### src/rtl/iter_alu.sv
// iter_alu: handshaked ALU with single-cycle ops and
// iterative MUL / DIVU / REMU taking WIDTH cycles.
module iter_alu #(
  parameter int WIDTH  = 32,
  parameter bit DIV_EN = 1'b1
) (
  input  logic             clk,
  input  logic             rst_n,
  input  logic             in_valid,
  output logic             in_ready,
  input  logic [WIDTH-1:0] ALUop1,
  input  logic [WIDTH-1:0] ALUop2,
  input  logic [3:0]       ALUctrl,
  output logic             out_valid,
  input  logic             out_ready,
  output logic [WIDTH-1:0] Result,
  output logic             EQ,
  output logic             Zero,
  output logic             busy
);

  localparam int SH = $clog2(WIDTH);
  localparam int CW = SH + 1;

  localparam logic [3:0] OP_ADD  = 4'd0;
  localparam logic [3:0] OP_SUB  = 4'd1;
  localparam logic [3:0] OP_AND  = 4'd2;
  localparam logic [3:0] OP_OR   = 4'd3;
  localparam logic [3:0] OP_XOR  = 4'd4;
  localparam logic [3:0] OP_SLT  = 4'd5;
  localparam logic [3:0] OP_SLTU = 4'd6;
  localparam logic [3:0] OP_SLL  = 4'd7;
  localparam logic [3:0] OP_SRL  = 4'd8;
  localparam logic [3:0] OP_SRA  = 4'd9;
  localparam logic [3:0] OP_MUL  = 4'd10;
  localparam logic [3:0] OP_DIVU = 4'd11;
  localparam logic [3:0] OP_REMU = 4'd12;

  typedef enum logic [1:0] {
    IDLE,
    BUSY,
    DONE
  } state_t;

  state_t           state;
  logic [CW-1:0]    cnt;
  logic [WIDTH-1:0] acc;
  logic [WIDTH-1:0] opa;
  logic [WIDTH-1:0] opb;
  logic             is_div;
  logic             want_rem;
  logic             eq_cap;

  logic [SH-1:0]    shamt;
  logic [WIDTH-1:0] quick;
  logic             is_iter;
  logic             is_dv;

  logic [WIDTH-1:0] mul_acc_n;
  logic [WIDTH:0]   r_sh;
  logic [WIDTH:0]   diff;
  logic             ge;
  logic [WIDTH-1:0] rem_n;
  logic [WIDTH-1:0] quo_n;
  logic [WIDTH-1:0] step_res;

  assign shamt = ALUop2[SH-1:0];
  assign is_dv = (ALUctrl == OP_DIVU) || (ALUctrl == OP_REMU);
  assign is_iter = (ALUctrl == OP_MUL) || (DIV_EN && is_dv);

  // DIVU/REMU with DIV_EN=0 and reserved codes fall to default 0
  always_comb begin
    quick = '0;
    case (ALUctrl)
      OP_ADD:  quick = ALUop1 + ALUop2;
      OP_SUB:  quick = ALUop1 - ALUop2;
      OP_AND:  quick = ALUop1 & ALUop2;
      OP_OR:   quick = ALUop1 | ALUop2;
      OP_XOR:  quick = ALUop1 ^ ALUop2;
      OP_SLT:  quick = WIDTH'($signed(ALUop1) < $signed(ALUop2));
      OP_SLTU: quick = WIDTH'(ALUop1 < ALUop2);
      OP_SLL:  quick = ALUop1 << shamt;
      OP_SRL:  quick = ALUop1 >> shamt;
      OP_SRA:  quick = $unsigned($signed(ALUop1) >>> shamt);
      default: quick = '0;
    endcase
  end

  // acc doubles as product accumulator and partial remainder;
  // opa holds multiplicand or the dividend shifting into quotient
  always_comb begin
    mul_acc_n = opb[0] ? (acc + opa) : acc;
    r_sh      = {acc, opa[WIDTH-1]};
    diff      = r_sh - {1'b0, opb};
    ge        = ~diff[WIDTH];
    rem_n     = ge ? diff[WIDTH-1:0] : r_sh[WIDTH-1:0];
    quo_n     = {opa[WIDTH-2:0], ge};
    step_res  = mul_acc_n;
    if (is_div) begin
      step_res = want_rem ? rem_n : quo_n;
    end
  end

  always_ff @(posedge clk or negedge rst_n) begin
    if (!rst_n) begin
      state     <= IDLE;
      cnt       <= '0;
      acc       <= '0;
      opa       <= '0;
      opb       <= '0;
      is_div    <= 1'b0;
      want_rem  <= 1'b0;
      eq_cap    <= 1'b0;
      Result    <= '0;
      EQ        <= 1'b0;
      Zero      <= 1'b0;
      out_valid <= 1'b0;
      busy      <= 1'b0;
      in_ready  <= 1'b1;
    end else begin
      unique case (state)
        IDLE: begin
          if (in_valid) begin
            in_ready <= 1'b0;
            if (is_iter) begin
              acc      <= '0;
              opa      <= ALUop1;
              opb      <= ALUop2;
              is_div   <= (ALUctrl != OP_MUL);
              want_rem <= (ALUctrl == OP_REMU);
              eq_cap   <= (ALUop1 == ALUop2);
              cnt      <= CW'(WIDTH);
              busy     <= 1'b1;
              state    <= BUSY;
            end else begin
              Result    <= quick;
              Zero      <= (quick == '0);
              EQ        <= (ALUop1 == ALUop2);
              out_valid <= 1'b1;
              state     <= DONE;
            end
          end
        end
        BUSY: begin
          cnt <= cnt - CW'(1);
          if (is_div) begin
            acc <= rem_n;
            opa <= quo_n;
          end else begin
            acc <= mul_acc_n;
            opa <= opa << 1;
            opb <= opb >> 1;
          end
          if (cnt == CW'(1)) begin
            Result    <= step_res;
            Zero      <= (step_res == '0);
            EQ        <= eq_cap;
            busy      <= 1'b0;
            out_valid <= 1'b1;
            state     <= DONE;
          end
        end
        DONE: begin
          if (out_ready) begin
            out_valid <= 1'b0;
            in_ready  <= 1'b1;
            state     <= IDLE;
          end
        end
        default: begin
          state     <= IDLE;
          out_valid <= 1'b0;
          busy      <= 1'b0;
          in_ready  <= 1'b1;
        end
      endcase
    end
  end

endmodule

### config.mk
export PLATFORM = sky130hd
export DESIGN_NAME = iter_alu
export DESIGN_NICKNAME = d
export VERILOG_FILES = /design/src/rtl/iter_alu.sv
export SDC_FILE = /design/constraint.sdc
export NUM_CORES = 1
export LEC_CHECK = 0
export ABC_AREA = 1
export CORE_UTILIZATION = 64
export CTS_CLUSTER_SIZE = 10
export DETAILED_ROUTE_END_ITERATION = 10
export PLACE_DENSITY = 0.86
export RECOVER_POWER = 100
export SLEW_MARGIN = 20
export SYNTH_ARGS = -nofsm -noshare
export SYNTH_HDL_FRONTEND = slang
export SYNTH_SLANG_ARGS = --single-unit
### constraint.sdc
create_clock -name clk -period 3.7 [get_ports clk]
set_input_delay 0.74 -clock clk [delete_from_list [all_inputs] [get_ports clk]]
set_output_delay 0.74 -clock clk [all_outputs]
set_load 0.01 [all_outputs]
==> PnR_summary.wiki, run 1 <==
{| class="wikitable"
! Metric !! Value
|-
| Run status || did not finish
|-
| Stage at which the flow ended || 5_1_grt
|-
| Halt Reason || [ERROR GRT-0232] Routing congestion too high. Check the congestion heatmap in the GUI.
|-
| Largest net degree at the start of global routing || 176
|-
| Setup Buffers After CTS || 0
|-
| Post-synthesis instance area || 0.0223 mm^2
|-
| Total of flip-flops plus latches after synthesis || 144
|-
| Total overflow reported by the global router || 23
|-
| Distinct cell type count after synthesis || 58
|-
| Rows || 68
|-
| Synthesized area per cell || 5.56 um^2
|-
| Ys async rst share || 100%
|-
| Number of warnings reported in the yosys synthesis log || 0
|-
| Routability-driven placement congestion ratio || 1.31
|-
| Worst endpoint type || sequential cell input
|-
| Die outline width || 189 um
|-
| Root cell of the clock tree || sky130_fd_sc_hd__clkbuf_16
|-
| Hold-fix buffers at CTS || 0
|-
| Commonest register cell after synthesis || sky130_fd_sc_hd__dfrtp_1
|-
| Half-perimeter wire length of the detailed placement result || 81.1 mm
|-
| Quantity of I/O buffers inserted on ports || 108
|-
| Worst-slack endpoint at the end of global-route timing repair || Result[20]$_DFFE_PN0P_/D
|-
| Number of buffers inserted during clock tree synthesis || 17
|-
| Count of flip-flops with a built-in enable after synthesis || 0
|-
| Effective utilization at floorplan || 64.8%
|-
| Die Y-Extent || 189 um
|-
| Max Buffers Root-to-Sink || 2
|-
| Top-Level Pins || 109
|-
| Global router's overall resource usage || 67.4%
|-
| Post-synth net total || 4257
|-
| Cts repair resizes || 2
|-
| Clock net sink count || 144
|-
| Share of the yosys chip area belonging to registers || 16.2%
|-
| Number of instances in the synthesized netlist || 4016
|-
| Maximum level of the CTS H-tree || 4
|}
[metrics by stage]
| step | cell area [um^2] | cells | setup slack [ns] | utilization [%] | hold slack (ns) |
|---|---|---|---|---|---|
| floorplan | 22300 | 4016 | 0.194 | - | 0.444 |
| global placement | 26000 | 4765 | -0.573 | 75.4 | 0.465 |
| detailed placement | 26000 | 4765 | -0.659 | 75.4 | 0.466 |
| CTS | 26600 | 4797 | 0.0396 | 77.2 | 0.296 |
[metal layers]
| metal | global-route usage, % | GRT overflow |
|---|---|---|
| met1 | 69.2 | 0 |
| met2 | 84.8 | 12 |
| met3 | 48.0 | 0 |
| met4 | 68.6 | 11 |
| met5 | 15.1 | 0 |
[kinds of logic after synthesis]
| family | after synthesis | synth area share (%) |
|---|---|---|
| and+or+nand+nor | 2168 | 40.0 |
| AOI/OAI and AO/OA | 821 | 21.0 |
| adders and majority gates | 169 | 9.61 |
| muxes | 3 | 0.135 |
| xor gates and xnor gates | 24 | 0.942 |
| buffers and inverters | 687 | 12.2 |
| DFF | 144 | 16.2 |
[Yosys cell counts, drive strengths merged, types with 6 or more instances]
master | number | share of area (%)
nand2 | 1356 | 23
inv | 516 | 8.7
nor2 | 361 | 6.1
o21ai | 334 | 7.5
nand3 | 332 | 7.5
a21oi | 271 | 6.2
ha | 165 | 9.2
dfrtp | 143 | 16
o211ai | 112 | 3.8
clkbuf | 85 | 1.4
buf | 83 | 2.1
nand4 | 36 | 1.0
nor3 | 35 | 0.78
o21a | 19 | 0.64
or2 | 15 | 0.42
a21boi | 14 | 0.47
nand3b | 14 | 0.47
o21bai | 13 | 0.44
o22ai | 13 | 0.36
xnor2 | 12 | 0.47
xor2 | 12 | 0.47
and2 | 11 | 0.31
a22o | 9 | 0.35
a211oi | 6 | 0.20
a221oi | 6 | 0.24
a31oi | 6 | 0.17
nor4 | 6 | 0.17
==> inputs of run 2 (changes only) <==
Settings changed: CORE_UTILIZATION 64 to 40, CTS_CLUSTER_SIZE 10 to unset, PLACE_DENSITY 0.86 to unset, PLACE_DENSITY_LB_ADDON set to 0.15.
==> run 2 against run 1 <==
Compared with the run above: the flow now finishes, with violations (capacitance limit, slew limit); synthesized cell count unchanged; synthesized area unchanged.
==> PnR_summary.wiki, run 2 <==
{| class="wikitable"
! Metric !! Value
|-
| Half-perimeter wire length of the detailed placement result || 99.6 mm (was 81.1 mm)
|-
| Timing-limited maximum frequency || 276 MHz
|-
| Largest fanout of any net on the critical path || 2
|-
| Commonest register cell after synthesis || sky130_fd_sc_hd__dfrtp_1 (unchanged)
|-
| Clock tree from TritonCTS || done
|-
| Worst EP required || 4.09 ns
|-
| Data arrival time of the critical path || 4.01 ns
|-
| TritonRoute pass-1 iters || 7
|-
| Maximum single-stage delay on the critical path || 0.59 ns
|-
| Combinational cell fraction of total power || 76.1%
|-
| Number of warnings reported in the yosys synthesis log || 0 (unchanged)
|-
| Category of the critical setup timing path || primary input to flop
|-
| Routability-driven placement congestion ratio || 1.07 (was 1.31)
|-
| Total wire length || 119 mm
|-
| Post-synthesis instance area || 0.0223 mm^2 (unchanged)
|-
| Die outline width || 238 um (was 189 um)
|-
| Effective utilization at floorplan || 40.5% (was 64.8%)
|-
| Core Area || 0.0551 mm^2
|-
| Period minus WS final || 3.62 ns
|-
| Root cell of the clock tree || sky130_fd_sc_hd__clkbuf_16 (unchanged)
|-
| Largest delay contributor family on the critical path || buffers and inverters
|-
| Share of the yosys chip area belonging to registers || 16.2% (unchanged)
|-
| Number of buffers inserted during clock tree synthesis || 17 (unchanged)
|-
| Share of the core filled with cells || 52.7%
|-
| Most frequent cells after synthesis || sky130_fd_sc_hd__nand2_1 (1343), sky130_fd_sc_hd__inv_1 (508), sky130_fd_sc_hd__nor2_1 (356) (unchanged)
|-
| Run status || finished, violations left (was did not finish)
|-
| Net count reported at finish || 4821
|-
| Total internal power || 8.43 mW
|-
| Global router's overall resource usage || 41.3%
|-
| Initial antenna violation count || 0
|-
| Top-Level Pins || 109 (unchanged)
|-
| First-pass GRT wire length || 173 mm
|-
| Violation count after the first detailed-route iteration || 3475
|-
| Most common cell after layout, fill and taps aside || sky130_fd_sc_hd__nand2_1
|-
| Hold-fix buffers at CTS || 0 (unchanged)
|-
| Leak Pwr || 15.3 nW
|-
| Synthesized area per cell || 5.56 um^2 (unchanged)
|-
| Buffers and inverters on the worst path || 5
|-
| Total number of cells along the worst setup path || 18
|-
| Least-Margin Pin Slew || 2.23 ns
|-
| Total overflow reported by the global router || 0
|-
| CTS clk-pin slew, worst paths || 0.07 ns
|-
| Hold Vio Cnt, Final || 0
|-
| Failing checks || capacitance limit, slew limit
|-
| Quantity of I/O buffers inserted on ports || 108 (unchanged)
|-
| Rows || 86 (was 68)
|-
| Number of global-route vias before repair || 27100
|-
| Maximum resistive drop on vdd || 0.467 mV
|-
| Max stage delay cell, worst path || sky130_fd_sc_hd__clkdlybuf4s50_1
|-
| Cell Chain, Critical Path || clkdlybuf4s50_1 -> inv_1 -> buf_4 -> o21ai_0 -> nand2_1 -> o21ai_0 -> nand2_1 -> nand2_1 -> nand3_1 -> nand2_1 -> o21ai_0 -> clkbuf_4 -> nand2_1 -> nor2_2 -> buf_4 -> nand2_1 -> nand3_1 -> nand2_1
|-
| Final clock skew || 0.0153 ns
|-
| Clock network fraction of design power || 8.6%
|-
| Total of flip-flops plus latches after synthesis || 144 (unchanged)
|-
| Final period utilization || 97.9%
|-
| Switching power share of the total || 57.2%
|-
| Die area || 0.0567 mm^2
|-
| Clk Latency, worst-skew pair || 0.45 ns
|-
| Leading cell type by number of instances after synthesis || sky130_fd_sc_hd__nand2_1 (unchanged)
|-
| Synth top area cells || sky130_fd_sc_hd__nand2_1 (23%), sky130_fd_sc_hd__dfrtp_1 (16%), sky130_fd_sc_hd__ha_1 (9.2%) (unchanged)
|-
| Ys async rst share || 100% (unchanged)
|-
| Most common cell type on the critical path || sky130_fd_sc_hd__nand2_1
|-
| Post-synth net total || 4257 (unchanged)
|-
| Hold Worst Slack || 0.476 ns
|-
| Synth-to-Final Area Change || 30.0%
|-
| Sequential group share of total power || 15.3%
|-
| Net switching power || 11.3 mW
|-
| Slack of the worst reg-to-reg path || 0.16 ns
|-
| Routed length per instance || 22.3 um
|-
| Most frequent cells in the layout || sky130_fd_sc_hd__nand2_1 (1338), sky130_fd_sc_hd__buf_4 (571), sky130_fd_sc_hd__inv_1 (505)
|-
| DRC violations left || 0
|-
| Number of cells on the worst hold path || 2
|-
| Distinct cell type count after synthesis || 58 (unchanged)
|-
| Vias per std cell || 5.52
|-
| Fraction of final layout cells with drive strength greater than 1 || 16.2%
|-
| Largest net degree at the start of global routing || 175
|-
| Number of instances in the synthesized netlist || 4016 (unchanged)
|-
| Die Y-Extent || 238 um (was 189 um)
|-
| Proportion of netlist area held by the largest area contributor || 22.6% (unchanged)
|-
| Summed negative setup slack over all endpoints || 0 ns
|-
| Clock net sink count || 144 (unchanged)
|-
| Path class of the lowest-slack min-delay path || flop to flop
|-
| Worst Reg2Reg Path Length in Cells || 20
|-
| Max-slew violation total from the final report || 82
|-
| Maximum level of the CTS H-tree || 4 (unchanged)
|-
| Max Buffers Root-to-Sink || 2 (unchanged)
|-
| Post-synth top area cell || sky130_fd_sc_hd__nand2_1 (unchanged)
|-
| Final Setup Violations || 0
|-
| Max-cap viol count || 1
|-
| Via total after detailed routing || 29500
|-
| Category of the worst setup path launch point || primary input
|-
| Number of antenna-violating nets in the routed design || 0
|-
| Count of flip-flops with a built-in enable after synthesis || 0 (unchanged)
|-
| Endpoint class of the critical path || flop
|-
| Max-slew headroom || -48.6%
|-
| Pwr/cell area || 679 mW/mm^2
|}
==> run 2: path summary, 6_finish.rpt <==
check / from / end
max reg2reg: acc[4] / Zero
max in group asynchronous: rst_n / opb[9]
min in group asynchronous: rst_n / cnt[5]
min reg2reg: Result[6] / Result[6]
min: Result[6] / Result[6]
max: ALUop1[21] / Result[19]
==> run 2: layer usage <==
layer	GRT usage, %	wire length, um	share of wire [%]	vias up
met2	65.6	52200	44	1543
met1	50.3	46000	39	13400
li1	-	-	-	14200
met3	5.90	9590	8.1	375
met4	32.4	11300	9.5	0
met5	0	0	0	-
==> run 2: metrics by stage <==
step / area (um^2) / worst slack (ns) / power (mW) / instances
2_1_floorplan: 22300 / 0.194 / 11.9 / 4016
3_3_place_gp: 28300 / -0.454 / 17.4 / 5308
3_5_place_dp: 28300 / -0.531 / 17.5 / 5308
4_1_cts: 28900 / 0.0478 / 19.3 / 5339
5_1_grt: 29000 / -0.0831 / 21.1 / 5340
6_report: 29000 / 0.0774 / 19.7 / 5341
==> run 2: cell type report <==
cell class	count	area, um^2
tap	748	936
multi-input combinational	3185	16200
clock buffer	20	467
antenna	1	2.50
timing repair buffer	713	5750
sequential	144	3600
clock inverter	11	93.8
inverter	519	1950
fill	5967	26100
==> run 2: power groups by stage <==
stage,sequential [mW],combinational [mW],clock (mW)
after global routing,3.05,16.3,1.75
after global placement,3.02,14.4,0
after floorplan,2.74,9.11,0
after detailed placement,3.02,14.5,0
after CTS,2.99,14.6,1.69
final,3.02,15.0,1.69
==> run 2: logic make-up (layout without fill, tap and decap cells) <==
logic type,after synthesis,count (layout),synth area share (%)
and+or+nand+nor,2168,2168,40.0
adders and majority gates,169,169,9.61
buffers and inverters,687,1263,12.2
DFF,144,144,16.2
AOI/OAI and AO/OA,821,821,21.0
xor gates and xnor gates,24,24,0.942
other,0,1,0
muxes,3,3,0.135
==> run 2: worst min-delay path: stages (launching register included) <==
cell and delay, ns:
sky130_fd_sc_hd__dfrtp_1 0.34, sky130_fd_sc_hd__nand2_1 0.05, sky130_fd_sc_hd__nand2_1 0.06
==> run 2: repair_timing <==
action,CTS,global route
resized for setup,1,78
gates cloned,0,0
pin swaps,0,3
endpoints found under the setup margin,1,9
buffers inserted,0,1
No activity file was read; power rests on OpenSTA's default activity.
==> inputs of run 3 (changes only) <==
Settings changed: CELL_PAD_IN_SITES_DETAIL_PLACEMENT set to 0, CELL_PAD_IN_SITES_GLOBAL_PLACEMENT set to 1.
==> run 3 against run 2 <==
Compared with the run above: the run still ends with capacitance limit, slew limit left; global-route usage rose by 0.82 points; sequential cell count did not move; core utilization fell by 0.43 points; setup slack improved by 0.027 ns; via count fell by 1.2%; register-to-register slack improved by 0.07 ns; non-clock buffer count fell by 51; die area did not move; highest routed layer is now met5.
==> PnR_summary.wiki, run 3 (synthesis gave the netlist of run 2 again) <==
{| class="wikitable"
! Metric !! Value
|-
| Run status || finished, violations left (unchanged)
|-
| Failing checks || capacitance limit, slew limit (unchanged)
|-
| Die Y-Extent || 238 um (unchanged)
|-
| Violation count after the first detailed-route iteration || 2984 (was 3475)
|-
| Total overflow reported by the global router || 0 (unchanged)
|-
| Root cell of the clock tree || sky130_fd_sc_hd__clkbuf_16 (unchanged)
|-
| Core Area || 0.0551 mm^2 (unchanged)
|-
| Number of standard cells in the final layout excluding fillers || 5294 (was 5341)
|-
| Share of the core filled with cells || 52.2% (was 52.7%)
|-
| Total internal power || 8.42 mW (was 8.43 mW)
|-
| Vias per std cell || 5.50 (was 5.52)
|-
| Maximum level of the CTS H-tree || 4 (unchanged)
|-
| Combinational cell fraction of total power || 75.5% (was 76.1%)
|-
| Die outline width || 238 um (unchanged)
|-
| Half-perimeter wire length of the detailed placement result || 102 mm (was 99.6 mm)
|-
| Hold-fix buffers at CTS || 0 (unchanged)
|-
| Worst Setup Slack post-DPL || -0.474 ns (was -0.531 ns)
|-
| Endpoint class of the critical path || flop (unchanged)
|-
| Global router's overall resource usage || 42.1% (was 41.3%)
|-
| Max-cap viol count || 1 (unchanged)
|-
| CTS clk-pin slew, worst paths || 0.07 ns (about the same)
|-
| Clock net sink count || 144 (unchanged)
|-
| Leak Pwr || 15.0 nW (was 15.3 nW)
|-
| Largest fanout of any net on the critical path || 6 (was 2)
|-
| Final Setup Violations || 0 (unchanged)
|-
| Max-slew violation total from the final report || 63 (was 82)
|-
| DRC violations left || 0 (unchanged)
|-
| First-pass GRT wire length || 175 mm (was 173 mm)
|-
| TritonRoute pass-1 iters || 6 (was 7)
|-
| Clock tree from TritonCTS || done (unchanged)
|-
| Rows || 86 (unchanged)
|-
| Final worst slack || 0.104 ns (was 0.0774 ns)
|-
| Most common cell after layout, fill and taps aside || sky130_fd_sc_hd__nand2_1 (unchanged)
|-
| Largest delay contributor family on the critical path || simple AND/OR/NAND/NOR gates (was buffers and inverters)
|-
| Hold Vio Cnt, Final || 0 (unchanged)
|-
| Most common cell type on the critical path || sky130_fd_sc_hd__nand2_1 (unchanged)
|-
| Top-Level Pins || 109 (unchanged)
|-
| Number of global-route vias before repair || 27400 (was 27100)
|-
| Total wire length || 121 mm (was 119 mm)
|-
| Timing-limited maximum frequency || 278 MHz (was 276 MHz)
|-
| Synth-to-Final Area Change || 29.0% (was 30.0%)
|-
| Net switching power || 11.4 mW (was 11.3 mW)
|-
| Number of buffers inserted during clock tree synthesis || 17 (unchanged)
|-
| Clock network fraction of design power || 8.7% (was 8.6%)
|-
| Worst Reg2Reg Path Length in Cells || 23 (was 20)
|-
| Clk Latency, worst-skew pair || 0.45 ns (about the same)
|-
| Cell Chain, Critical Path || clkdlybuf4s50_1 -> inv_1 -> ha_2 -> inv_1 -> a21oi_1 -> o21ai_0 -> a21oi_2 -> nand2_1 -> nor2_2 -> nand3_1 -> nand2_1 -> nor2_1 -> nor2_1 -> nand2_1 -> nor2_1 -> nand2_1 -> nor2_1 -> nand3_1 -> nand2_1 -> nand2_1 -> nand2_1 (was clkdlybuf4s50_1 -> inv_1 -> buf_4 -> o21ai_0 -> nand2_1 -> o21ai_0 -> nand2_1 -> nand2_1 -> nand3_1 -> nand2_1 -> o21ai_0 -> clkbuf_4 -> nand2_1 -> nor2_2 -> buf_4 -> nand2_1 -> nand3_1 -> nand2_1)
|-
| Pwr/cell area || 689 mW/mm^2 (was 679 mW/mm^2)
|-
| Category of the worst setup path launch point || primary input (unchanged)
|-
| Die area || 0.0567 mm^2 (unchanged)
|-
| Category of the critical setup timing path || primary input to flop (unchanged)
|-
| Number of antenna-violating nets in the routed design || 0 (unchanged)
|-
| Quantity of I/O buffers inserted on ports || 108 (unchanged)
|-
| Instance count after placement with tap cells included || 5254 (was 5308)
|-
| Maximum resistive drop on vdd || 0.408 mV (was 0.467 mV)
|-
| Routability-driven placement congestion ratio || 1.14 (was 1.07)
|-
| Data arrival time of the critical path || 3.99 ns (was 4.01 ns)
|-
| Final period utilization || 97.2% (was 97.9%)
|-
| Path class of the lowest-slack min-delay path || flop to flop (unchanged)
|-
| Fraction of final layout cells with drive strength greater than 1 || 15.8% (was 16.2%)
|-
| Largest net degree at the start of global routing || 175 (unchanged)
|-
| Worst EP required || 4.09 ns (about the same)
|-
| Effective utilization at floorplan || 40.5% (unchanged)
|-
| Net count reported at finish || 4770 (was 4821)
|-
| Maximum single-stage delay on the critical path || 0.58 ns (was 0.59 ns)
|-
| Max-slew headroom || -14.7% (was -48.6%)
|-
| Max stage delay cell, worst path || sky130_fd_sc_hd__clkdlybuf4s50_1 (unchanged)
|-
| Buffers and inverters on the worst path || 3 (was 5)
|-
| Number of cells on the worst hold path || 2 (unchanged)
|-
| Period minus WS final || 3.60 ns (was 3.62 ns)
|-
| Via total after detailed routing || 29100 (was 29500)
|-
| Total number of cells along the worst setup path || 21 (was 18)
|-
| Initial antenna violation count || 10 (was 0)
|-
| Least-Margin Pin Slew || 1.72 ns (was 2.23 ns)
|-
| Max Buffers Root-to-Sink || 2 (unchanged)
|-
| Most frequent cells in the layout || sky130_fd_sc_hd__nand2_1 (1328), sky130_fd_sc_hd__buf_4 (525), sky130_fd_sc_hd__inv_1 (501) (was sky130_fd_sc_hd__nand2_1 (1338), sky130_fd_sc_hd__buf_4 (571), sky130_fd_sc_hd__inv_1 (505))
|-
| Final clock skew || 0.0101 ns (was 0.0153 ns)
|-
| Sequential group share of total power || 15.8% (was 15.3%)
|-
| Routed length per instance || 22.9 um (was 22.3 um)
|-
| Switching power share of the total || 57.6% (was 57.2%)
|}
-- run 3: cell count changes in the layout (fill, tap and decap cells not counted), sizes merged --
cell,before,now
buf,589,544
bufinv,0,1
clkbuf,41,35
clkdlybuf4s50,62,64
clkinv,7,5
clkinvlp,1,5
diode,1,4
dlymetal6s2s,3,1
inv,522,520
-- run 3: final cells by class --
class	instances	area (um^2)
multi-input cells	3185	16300
flip-flops and latches	144	3610
well taps	748	936
diodes	4	10.0
inverters	519	1950
fillers	6030	26300
repair buffers	662	5370
clock buffers	20	447
clock inverters	12	126
-- run 3: worst paths after layout --
check | end | slack, ns | from
max | Zero | 0.10 | ALUop2[28]
max reg2reg | Zero | 0.23 | acc[13]
min in group asynchronous | acc[25] | 0.71 | rst_n
min | out_valid | 0.47 | out_valid
min reg2reg | out_valid | 0.47 | out_valid
max in group asynchronous | state[1] | 1.08 | rst_n
-- run 3: worst min-delay path: stages, from the launching register on --
cell and delay (ns):
sky130_fd_sc_hd__dfrtp_1 0.34, sky130_fd_sc_hd__nand2_1 0.05, sky130_fd_sc_hd__nand2_1 0.05
-- run 3: repair_timing --
item / 4_1_cts / 5_1_grt
pin swaps: 0 / 9
cloned: 0 / 0
resized for setup: 1 / 106
buffers inserted: 0 / 4
setup endpoints to repair: 1 / 2
-- run 3: power groups by stage --
stage          clock network [mW]  logic (mW)  registers (mW)
2_1_floorplan                   0        9.11            2.74
3_3_place_gp                    0        14.5            3.11
3_5_place_dp                    0        14.5            3.11
4_1_cts                      1.74        14.6            3.09
5_1_grt                      1.79        16.4            3.15
6_report                     1.72        15.0            3.14
-- run 3: metrics by stage --
step	power [mW]	TNS [ns]	hold slack, ns	cell area (um^2)
after CTS	19.4	0	0.288	28500
after floorplan	11.9	0	0.444	22300
after global placement	17.6	-3.47	0.464	27900
after global routing	21.3	-0.00808	0.501	28800
after detailed placement	17.6	-4.02	0.468	27900
final	19.8	0	0.474	28800
-- run 3: layer usage --
metal	track usage, %	up-vias	share of wire [%]
met5	0	-	0.067
met4	36.5	12	10
met3	6.96	411	7.2
met2	67.1	1292	44
met1	49.2	13300	39
li1	-	14100	-
